File: src/rtl/pc_sequencer.sv
`default_nettype none
// ============================================================================
// Module   : pc_sequencer
// Purpose  : Program-counter sequencer for the fetch path. Holds the current
//            instruction address and computes the next one from increment,
//            jump, call and return requests. Calls and returns use a small
//            return-address stack. A one-way RUN -> HALTED state freezes all
//            activity until the next reset.
// Ports    : CLK          rising-edge clock
//            RST_N        asynchronous active-low reset
//            STALL        hold PC, stack and flags this cycle
//            JUMP         PC <- TARGET
//            CALL         push PC+1, then PC <- TARGET
//            RET          PC <- popped return address
//            HALT         enter HALTED (left only by reset)
//            TARGET       jump/call destination
//            PC           current instruction address (registered)
//            PC_INC       PC+1 modulo 2^ADDR_WIDTH (combinational)
//            HALTED       high while halted
//            STACK_EMPTY  return stack holds no entries
//            STACK_OVF    sticky: CALL made while the stack was full
//            STACK_UNF    sticky: RET made while the stack was empty
// Revision : 1.0  initial release
// ============================================================================
module pc_sequencer #(
    parameter int                    ADDR_WIDTH  = 11,
    parameter int                    STACK_DEPTH = 4,
    parameter logic [ADDR_WIDTH-1:0] RESET_ADDR  = '0
) (
    input  logic                  CLK,
    input  logic                  RST_N,
    input  logic                  STALL,
    input  logic                  JUMP,
    input  logic                  CALL,
    input  logic                  RET,
    input  logic                  HALT,
    input  logic [ADDR_WIDTH-1:0] TARGET,
    output logic [ADDR_WIDTH-1:0] PC,
    output logic [ADDR_WIDTH-1:0] PC_INC,
    output logic                  HALTED,
    output logic                  STACK_EMPTY,
    output logic                  STACK_OVF,
    output logic                  STACK_UNF
);

    // Index width addresses the entries; the pointer needs one extra bit so
    // that "full" (pointer == STACK_DEPTH) is distinguishable from "empty".
    localparam int IDX_W = $clog2(STACK_DEPTH);
    localparam int SP_W  = IDX_W + 1;

    localparam logic [SP_W-1:0]       SP_ONE   = SP_W'(1);
    localparam logic [SP_W-1:0]       SP_FULL  = SP_W'(STACK_DEPTH);
    localparam logic [IDX_W-1:0]      IDX_ONE  = IDX_W'(1);
    localparam logic [ADDR_WIDTH-1:0] ADDR_ONE = ADDR_WIDTH'(1);

    localparam logic [0:0] ST_RUN    = 1'b0;
    localparam logic [0:0] ST_HALTED = 1'b1;

    logic [0:0]            state_q, state_d;
    logic [ADDR_WIDTH-1:0] pc_q, pc_d;
    logic [SP_W-1:0]       sp_q, sp_d;
    logic                  ovf_q, ovf_d;
    logic                  unf_q, unf_d;

    logic [ADDR_WIDTH-1:0] stack_q [STACK_DEPTH];

    logic [ADDR_WIDTH-1:0] pc_inc;
    logic [IDX_W-1:0]      push_idx;
    logic [IDX_W-1:0]      pop_idx;
    logic                  push_en;
    logic                  stack_full;
    logic                  stack_empty;
    logic                  active;

    assign pc_inc      = pc_q + ADDR_ONE;
    assign stack_full  = (sp_q == SP_FULL);
    assign stack_empty = (sp_q == '0);
    // When full, the low index bits are zero, so subtracting one still
    // lands on the last entry.
    assign push_idx    = sp_q[IDX_W-1:0];
    assign pop_idx     = sp_q[IDX_W-1:0] - IDX_ONE;
    // A request is acted on only when running, not halting this edge and
    // not stalled; HALT and STALL swallow every lower-priority request.
    assign active      = (state_q == ST_RUN) && !HALT && !STALL;

    // ------------------------------------------------------------------
    // State register
    // ------------------------------------------------------------------
    always_ff @(posedge CLK or negedge RST_N) begin
        if (!RST_N) begin
            state_q <= ST_RUN;
            pc_q    <= RESET_ADDR;
            sp_q    <= '0;
            ovf_q   <= 1'b0;
            unf_q   <= 1'b0;
        end else begin
            state_q <= state_d;
            pc_q    <= pc_d;
            sp_q    <= sp_d;
            ovf_q   <= ovf_d;
            unf_q   <= unf_d;
        end
    end

    // Stack storage has no reset: entries beyond the pointer are never read.
    always_ff @(posedge CLK) begin
        if (push_en) begin
            stack_q[push_idx] <= pc_inc;
        end
    end

    // ------------------------------------------------------------------
    // Next-state logic
    // ------------------------------------------------------------------
    always_comb begin
        state_d = state_q;
        case (state_q)
            ST_RUN:    if (HALT) state_d = ST_HALTED;
            ST_HALTED: state_d = ST_HALTED;
            default:   state_d = ST_RUN;
        endcase
    end

    // ------------------------------------------------------------------
    // PC / stack update, priority RET > CALL > JUMP > increment
    // ------------------------------------------------------------------
    always_comb begin
        pc_d    = pc_q;
        sp_d    = sp_q;
        ovf_d   = ovf_q;
        unf_d   = unf_q;
        push_en = 1'b0;
        if (active) begin
            if (RET) begin
                if (!stack_empty) begin
                    pc_d = stack_q[pop_idx];
                    sp_d = sp_q - SP_ONE;
                end else begin
                    pc_d  = pc_inc;
                    unf_d = 1'b1;
                end
            end else if (CALL) begin
                pc_d = TARGET;
                if (!stack_full) begin
                    push_en = 1'b1;
                    sp_d    = sp_q + SP_ONE;
                end else begin
                    ovf_d = 1'b1;
                end
            end else if (JUMP) begin
                pc_d = TARGET;
            end else begin
                pc_d = pc_inc;
            end
        end
    end

    // ------------------------------------------------------------------
    // Outputs
    // ------------------------------------------------------------------
    always_comb begin
        PC          = pc_q;
        PC_INC      = pc_inc;
        HALTED      = (state_q == ST_HALTED);
        STACK_EMPTY = stack_empty;
        STACK_OVF   = ovf_q;
        STACK_UNF   = unf_q;
    end

endmodule
`default_nettype wire

File: config.mk
export PLATFORM = sky130hd
export DESIGN_NAME = pc_sequencer
export DESIGN_NICKNAME = d
export VERILOG_FILES = /design/src/rtl/pc_sequencer.sv
export SDC_FILE = /design/constraint.sdc
export NUM_CORES = 1
export LEC_CHECK = 0
export ABC_AREA = 1
export CAP_MARGIN = 10
export CORE_UTILIZATION = 31
export CTS_CLUSTER_DIAMETER = 80
export CTS_CLUSTER_SIZE = 20
export DETAILED_ROUTE_END_ITERATION = 8
export HOLD_SLACK_MARGIN = 0.02
export SETUP_SLACK_MARGIN = 0.15
export SLEW_MARGIN = 20
export SYNTH_ARGS = -nofsm -noshare
export SYNTH_HDL_FRONTEND = slang
export SYNTH_SLANG_ARGS = --single-unit
File: constraint.sdc
create_clock -name CLK -period 2.43 [get_ports CLK]
set_input_delay 0.729 -clock CLK [delete_from_list [all_inputs] [get_ports CLK]]
set_output_delay 0.729 -clock CLK [all_outputs]
set_load 0.02 [all_outputs]
==> results.md, run 1 <==
Route:
- For this run, the detailed router's first-pass iteration total came to 5.
- The count of antenna-violating nets left after detailed routing is 0.
- The overall routed net length is 8016 µm.
- After detailed routing, the average wire length per cell comes to 14.52 µm.
- In the routed design, unresolved DRC markers number 0.
- The routed via count is 2497.
- In the routed layout, each cell is associated on average with a via count of 4.524.
- The initial DRC count is 146.

Floorplanning:
- The die is 101.3 µm tall.
- The floorplan step defined a die boundary enclosing 10260 µm².
- After floorplanning, the core was divided into 35 placement rows.
- The core footprint is 9415 µm².
- The starting density of the core is 32.47%.
- The number of placed I/O pins is 44.
- The horizontal die dimension is 101.3 µm.

Run status:
- The flow ran to the end, and the final reports show no timing, DRC or antenna violations.

Synthesis:
- Counting flops with a built-in enable in the synthesized netlist gives 44.
- In this run, synthesis produced a sequential element count of 61.
- The post-synthesis cell type with the largest combined area is edfxtp_1.
- The count of warnings emitted by yosys is 0.
- Sequential elements use 57.14% of the synthesized area.
- The most frequent cell after synthesis is nand2_1.
- After synthesis, the cell types taking the most area are edfxtp_1 43%, dfrtp_1 14%, nand2_1 12%.
- Counting every instance in the synthesized netlist gives 330.
- In the synthesized netlist the dominant register cell turns out to be edfxtp_1.
- For this run, asynchronously set or reset flops after synthesis account for 27.87%.
- The count of different cell masters after synthesis is 33.
- The synthesized net count is 354.
- The top-area cell type share of the netlist area is 43.23%.
- Counting instances in the post-synthesis netlist gives the leading cell types as 99 x nand2_1, 44 x edfxtp_1, 35 x nand3_1.
- The average instance in the mapped netlist occupies 9.263 µm².
- Summing every instance area after synthesis gives 3057 µm².

Timing:
- At the pin with the least slew margin, the transition time is 0.3828 ns.
- The setup slack after layout is 0.08751 ns.
- The clock arrives with 0.01004 ns of skew.
- Setup repair after global routing could not meet its margin everywhere.
- In the finished design, the share of the clock period the worst path needs comes to 96.40%.
- The count of endpoints failing hold in the final timing report is 0.
- The total count of max-transition violations in the final report is 0.
- The final number of setup-violating endpoints is 0.
- Measured against its own limit, the worst slew margin works out to 74.45%.
- The clock period minus worst slack is 2.342 ns.
- Based on the critical path, the design can be clocked at up to 426.9 MHz.
- The worst hold-check slack is 0.4833 ns.

Finish:
- The number of fill cells in the layout is 926.
- The footprint of the flip-flops and latches is 1748 µm².
- The layout-stage area growth over the synthesis result is 35.78%.
- The final layout contains 442 nets.
- The count of placed standard cells in the final layout, fillers left out is 552.
- The final antenna diode count is 0.
- The design area is 4150 µm².
- The area taken by multi-input logic gates is 1197 µm².
- Cells with a size suffix above 1 make up 24.35% of the layout.

Clocking:
- CTS saw 61 sinks.
- The number of buffers between clock root and the deepest sink is 2.
- The clock-pin slew on the worst setup and hold paths is 0.07 ns.
- The cell at the root of the clock tree is clkbuf_8.
- The quantity of hold-fixing buffers added after cts is 0.
- The clock latency of the later-clocked register in the worst-skew pair is 0.34 ns.
- The number of clock buffers added by TritonCTS is 9.
- CTS built an H-tree with a depth of 3.
- TritonCTS built the clock tree.

Global routing:
- The total grt overflow is 0.
- The first-pass GRT wire length is 12840 µm.
- The largest net degree at the start of global routing is 26.
- The all-layer global routing usage is 17.00%.
- The number of antenna violations at the first check in global routing was 0.
- The via count of the first global-routing pass came to 2587.

Pwr:
- The analysis attributes to cell leakage a power of 1.808 nW.
- VDD sags by at most 0.2750 mV.
- The ratio of total power to cell area is 639.1 nW/µm².

Setup path:
- The data required time at the worst endpoint is 1.70 ns.
- The type of the worst setup path is register to output port.
- The data arrival at the endpoint of the critical path is 1.61 ns.
- The register-to-register setup slack is 0.61 ns.
- STA classifies the critical path startpoint as a register.
- For the worst flop-to-flop path, the logic depth is 10.
- The capturing element type of the critical path is an output port.
- In this run the worst path has a maximum fanout of 4.

Placed design:
- The final weighted congestion of routability-driven global placement is 0.9163.
- Once detailed placement completed, the half-perimeter wirelength came to 5922 µm.
- The placed instance count is 531.
- Once placement finished, the instance area stood at 3899 µm².
- OpenSTA, run right after detailed placement, puts the worst setup slack at -0.04911 ns.
- The count of input and output buffers is 43.

Min path:
- The number of cells on the worst hold path is 1.
- The path class of the lowest-slack min-delay path is register to register.

Job:
- The number of max-capacitance violations reported is 0.
## metrics by stage
step	utilization (%)	power [mW]	TNS, ns
6_report	44.08	2.652	0
3_5_place_dp	41.41	1.909	-0.3466
3_3_place_gp	41.41	1.902	-0.2522
5_1_grt	44.08	2.781	0
2_1_floorplan	-	1.571	0
4_1_cts	43.44	2.657	0
## registers in the layout, indices dropped and copies added, names as in the netlist
register,flops
PC,11
STACK_OVF,1
sp_q,3
stack_q,44
HALTED,1
STACK_UNF,1
## where the power goes
group / total, mW / switching (mW) / leakage [nW] / internal, mW
registers: 1.21 / 0.0356 / 0.602 / 1.17
logic: 0.700 / 0.402 / 1.12 / 0.298
clock network: 0.747 / 0.384 / 0.0829 / 0.363
total: 2.65 / 0.822 / 1.81 / 1.83
## worst paths after layout
path,startpoint,to
hold / removal,STACK_UNF$_DFFE_PN0P_,STACK_UNF$_DFFE_PN0P_
min in group asynchronous,RST_N,sp_q[2]$_DFFE_PN0P_
hold reg to reg,STACK_UNF$_DFFE_PN0P_,STACK_UNF$_DFFE_PN0P_
setup reg to reg,sp_q[1]$_DFFE_PN0P_,PC[8]$_DFFE_PN0P_
setup / recovery,PC[0]$_DFFE_PN0P_,PC_INC[9]
max in group asynchronous,RST_N,PC[3]$_DFFE_PN0P_
## cell families after synthesis
group,after synthesis,synth area share [%]
xor gates and xnor gates,8,2.784
AOI/OAI and AO/OA,32,5.977
DFF,61,57.14
adders and majority gates,6,2.702
and+or+nand+nor,180,25.67
buffers and inverters,43,5.730
## layer usage
layer	global-route usage, %	part of all wire [%]	routed length (µm)	vias up
li1	-	-	-	1253
met1	21.62	46	3700	1168
met2	27.42	47	3748	63
met3	3.106	4.6	366	13
met4	9.476	2.5	201	0
met5	0	0	0	-
## worst max-delay path, stage by stage (launching register included)
cell,delay [ns]
dfrtp_1,0.40
buf_4,0.16
nand3_4,0.10
nor2_4,0.17
nand2_1,0.09
nand2_1,0.10
nand2_2,0.09
buf_4,0.16
## placed cells by master (no fill, tap or decap), drive strengths merged, types with 5 or more instances in the layout
| master | count |
|---|---|
| nand3 | 37 |
| nand2 | 100 |
| xor2 | 5 |
| ha | 5 |
| dfrtp | 17 |
| o21ai | 11 |
| buf | 52 |
| nor2 | 40 |
| clkdlybuf4s50 | 28 |
| inv | 32 |
| o22ai | 5 |
| edfxtp | 44 |
| clkinv | 6 |
| clkbuf | 11 |
| a21oi | 10 |
## timing repair
action	4_1_cts	5_1_grt
setup buffers	2	3
endpoints found under the hold margin	0	0
pin swaps	5	6
endpoints found under the setup margin	12	11
cloned	0	0
gates resized for setup	61	11
## layout make-up
type / instances / share of cell area, %
clock buffers: 11 / 3.166
clock inverters: 5 / 0.6632
flip-flops and latches: 61 / 42.12
repair buffers: 86 / 18.24
inverters: 34 / 3.075
multi-input cells: 226 / 28.85
well taps: 129 / 3.889
No activity file was read; power rests on OpenSTA's default activity.
==> inputs of run 2 (changes only) <==
Settings changed: CORE_UTILIZATION 31 to 30, CTS_CLUSTER_DIAMETER 80 to 200.
==> results.md, run 2 (synthesis results as in run 1) <==
Run status:
- The flow ran to the end, and the final reports show no timing, DRC or antenna violations.

Timing:
- Across all hold checks on the routed design, the worst slack comes to 0.4751 ns.
- The final number of setup-violating endpoints is 0.
- The relative slew slack is 71.39%.
- For this run, the top clock speed supported by timing is 433.5 MHz.
- For the final database, setup skew stands at 0.005554 ns.
- The total count of max-transition violations in the final report is 0.
- Counting I/O delays and the setup requirement, the final critical path takes 2.307 ns.
- The setup slack after layout is 0.1233 ns.
- The count of endpoints failing hold in the final timing report is 0.
- In the finished design, the share of the clock period the worst path needs comes to 94.92%.
- At the pin with the least slew margin, the transition time is 0.4288 ns.
- Setup repair after global routing could not meet its margin everywhere.
- The setup TNS is 0 ns.

Min path:
- For hold timing, the worst endpoint is STACK_OVF$_DFFE_PN0P_.
- The path class of the lowest-slack min-delay path is register to register.
- The startpoint identified for the worst hold timing path is STACK_OVF$_DFFE_PN0P_.
- The number of cells on the worst hold path is 1.

Floorplanning:
- The number of placed I/O pins is 44.
- The die is 102.9 µm wide.
- The number of core rows is 36.
- For this configuration, the core starts out at a cell density of 31.13%.
- The region available for standard cell placement spans 9819 µm².
- The floorplan step defined a die boundary enclosing 10600 µm².
- The die is 102.9 µm tall.

Setup path:
- The cell family contributing the most delay on the critical path is simple AND/OR/NAND/NOR gates.
- The type of the worst setup path is register to output port.
- The worst reg2reg path endpoint is PC[7]$_DFFE_PN0P_.
- The biggest cell delay along the critical path is 0.38 ns.
- The worst reg-to-reg path cell count is 10.
- The worst setup path is captured at an output port.
- Traced cell by cell, the critical path runs through ha_2, nand2_4, nor2_4, nand2_2, nand2_2, nand2_4, buf_6.
- STA classifies the critical path startpoint as a register.
- At the worst endpoint, the arrival time is 1.58 ns.
- The slowest stage of the critical path is the dfrtp_1 cell.
- Counting both buffers and inverters, the worst setup path holds a total of 1.
- At the worst endpoint, the required time is 1.70 ns.
- The maximum fanout along the worst path is 5.
- The register-to-register setup slack is 0.57 ns.
- In this run the critical register-to-register path is launched from sp_q[1]$_DFFE_PN0P_.

Route:
- For this block, the via count after detailed routing is 2543.
- For this block, the routed nets add up to 7915 µm of wire.
- The routed length on met2 is 3689 µm.
- The initial DRC count is 126.
- The remaining design rule violation count is 0.
- The amount of wire on met3 after detailed routing is 304 µm.
- The count of antenna-violating nets left after detailed routing is 0.
- Signal routing reaches up to met4.
- The first detailed-routing pass ran for 4 iterations.
- Using the TritonRoute via totals, the vias-per-cell ratio works out to 4.549.
- In the final routed layout, each cell accounts on average for 14.16 µm.
- The wire length the detailed router placed on met1 is 3740 µm.

Pwr:
- The overall power is 2.781 mW.
- VDD sags by at most 0.2349 mV.
- The clock network burns 30.4% of the power.
- In this run the power density over the cells is 648.8 nW/µm².
- The combinational share of power is 26.1%.
- The switching part of the total power is 29.84%.
- For this design the total switching power over the nets is 0.8300 mW.
- The leakage power figure is 1.864 nW.
- Per report_power, the sequential group accounts for 43.5% of the total.
- The internal power is 1.951 mW.

Placed design:
- The count of input and output buffers is 43.
- OpenSTA, run right after detailed placement, puts the worst setup slack at -0.09644 ns.
- The congestion estimate from routability-driven global placement came to 0.8640.
- Summing all placed instances gives a cell area of 3879 µm².
- The final HPWL from detailed placement is 5532 µm.
- In this run, placement finished with an instance count of 530.

Clocking:
- The clock tree from TritonCTS is done.
- The tree is rooted in a clkbuf_8.
- The TritonCTS sink count is 61.
- The clock reaches the later pin of the worst-skew pair after 0.33 ns.
- After clock tree synthesis, the clock-pin slew on the worst setup and hold paths is 0.07 ns.
- The number of H-tree branching levels is 3.
- Buffers inserted to repair hold after CTS numbered 0.
- The clock passes through at most 2 buffers.
- TritonCTS created 9 clock buffers.

Finish:
- The register bank with the most flops is stack_q.
- The number of antenna diodes in the final layout is 0.
- The top cell types in the final layout, fill and taps aside, are 87 x nand2_1, 46 x buf_4, 44 x edfxtp_1.
- Leaving out fill and tap cells, the most frequent cell in the layout is nand2_1.
- The register with the most flip-flops in the layout has 44 of them.
- The design area is 4287 µm².
- The layout-stage area growth over the synthesis result is 40.24%.
- Cells with a size suffix above 1 make up 27.23% of the layout.
- The net count of the finished layout is 445.
- After the flow finishes, the layout carries non-filler instances totaling 559.
- Measured on the finished design, the core utilization comes to 43.65%.

Job:
- The number of max-capacitance violations reported is 0.

Global routing:
- The number of antenna violations at the first check in global routing is 0.
- The via count of the first global-routing pass is 2539.
- For this run, the total global-route usage over all layers was measured as 16.33%.
- The largest net degree at the start of global routing is 26.
- After global routing the overflow that remains totals 0.
- The first global-routing pass estimated 12540 µm of wire.
[run 2: timing repair]
action | CTS | global route
endpoints found under the hold margin | 0 | 0
setup endpoints to repair | 12 | 14
buffers inserted | 5 | 8
gates resized for setup | 57 | 34
pin swaps | 5 | 10
[run 2: layout make-up]
class                   count  area (µm²)
multi-input cells         226        1249
flip-flops and latches     61        1749
clock buffers              11       131.4
clock inverters             5       51.30
repair buffers             89       812.0
inverters                  34       127.6
well taps                 133       166.4
fillers                   978        5533
[run 2: worst max-delay path by stage]
| stage | start | to | cells past startpoint |
|---|---|---|---|
| 6_report | PC[1]$_DFFE_PN0P_ | PC_INC[8] | 7 |
| 5_1_grt | PC[1]$_DFFE_PN0P_ | PC_INC[8] | 7 |
| 4_1_cts | PC[1]$_DFFE_PN0P_ | PC_INC[9] | 7 |
| 3_5_place_dp | PC[1]$_DFFE_PN0P_ | PC_INC[8] | 6 |
| 3_3_place_gp | PC[1]$_DFFE_PN0P_ | PC_INC[8] | 6 |
| 2_1_floorplan | HALT | stack_q[2][0]$_DFFE_PP_ | 7 |
[run 2: worst reg2reg max path: stages, from the launching register on]
cell and delay (ns):
dfrtp_1 0.42, inv_2 0.10, ha_2 0.27, inv_1 0.33
nand3_1 0.13, nand3_1 0.15, nand2_1 0.07, a21oi_1 0.13
nand2_1 0.07, nand2_1 0.05, inv_1 0.03
[run 2: layer usage]
| metal | track usage (%) | vias up |
|---|---|---|
| met5 | 0 | - |
| met4 | 8.451 | 0 |
| met3 | 3.119 | 12 |
| met2 | 26.15 | 68 |
| met1 | 21.08 | 1198 |
| li1 | - | 1265 |
[run 2: power groups by stage]
stage	clock network (mW)	logic, mW	registers [mW]
floorplan	0	0.313	1.26
global placement	0	0.667	1.22
detailed placement	0	0.673	1.22
CTS	0.866	0.680	1.20
global route	0.912	0.791	1.21
finish	0.846	0.727	1.21
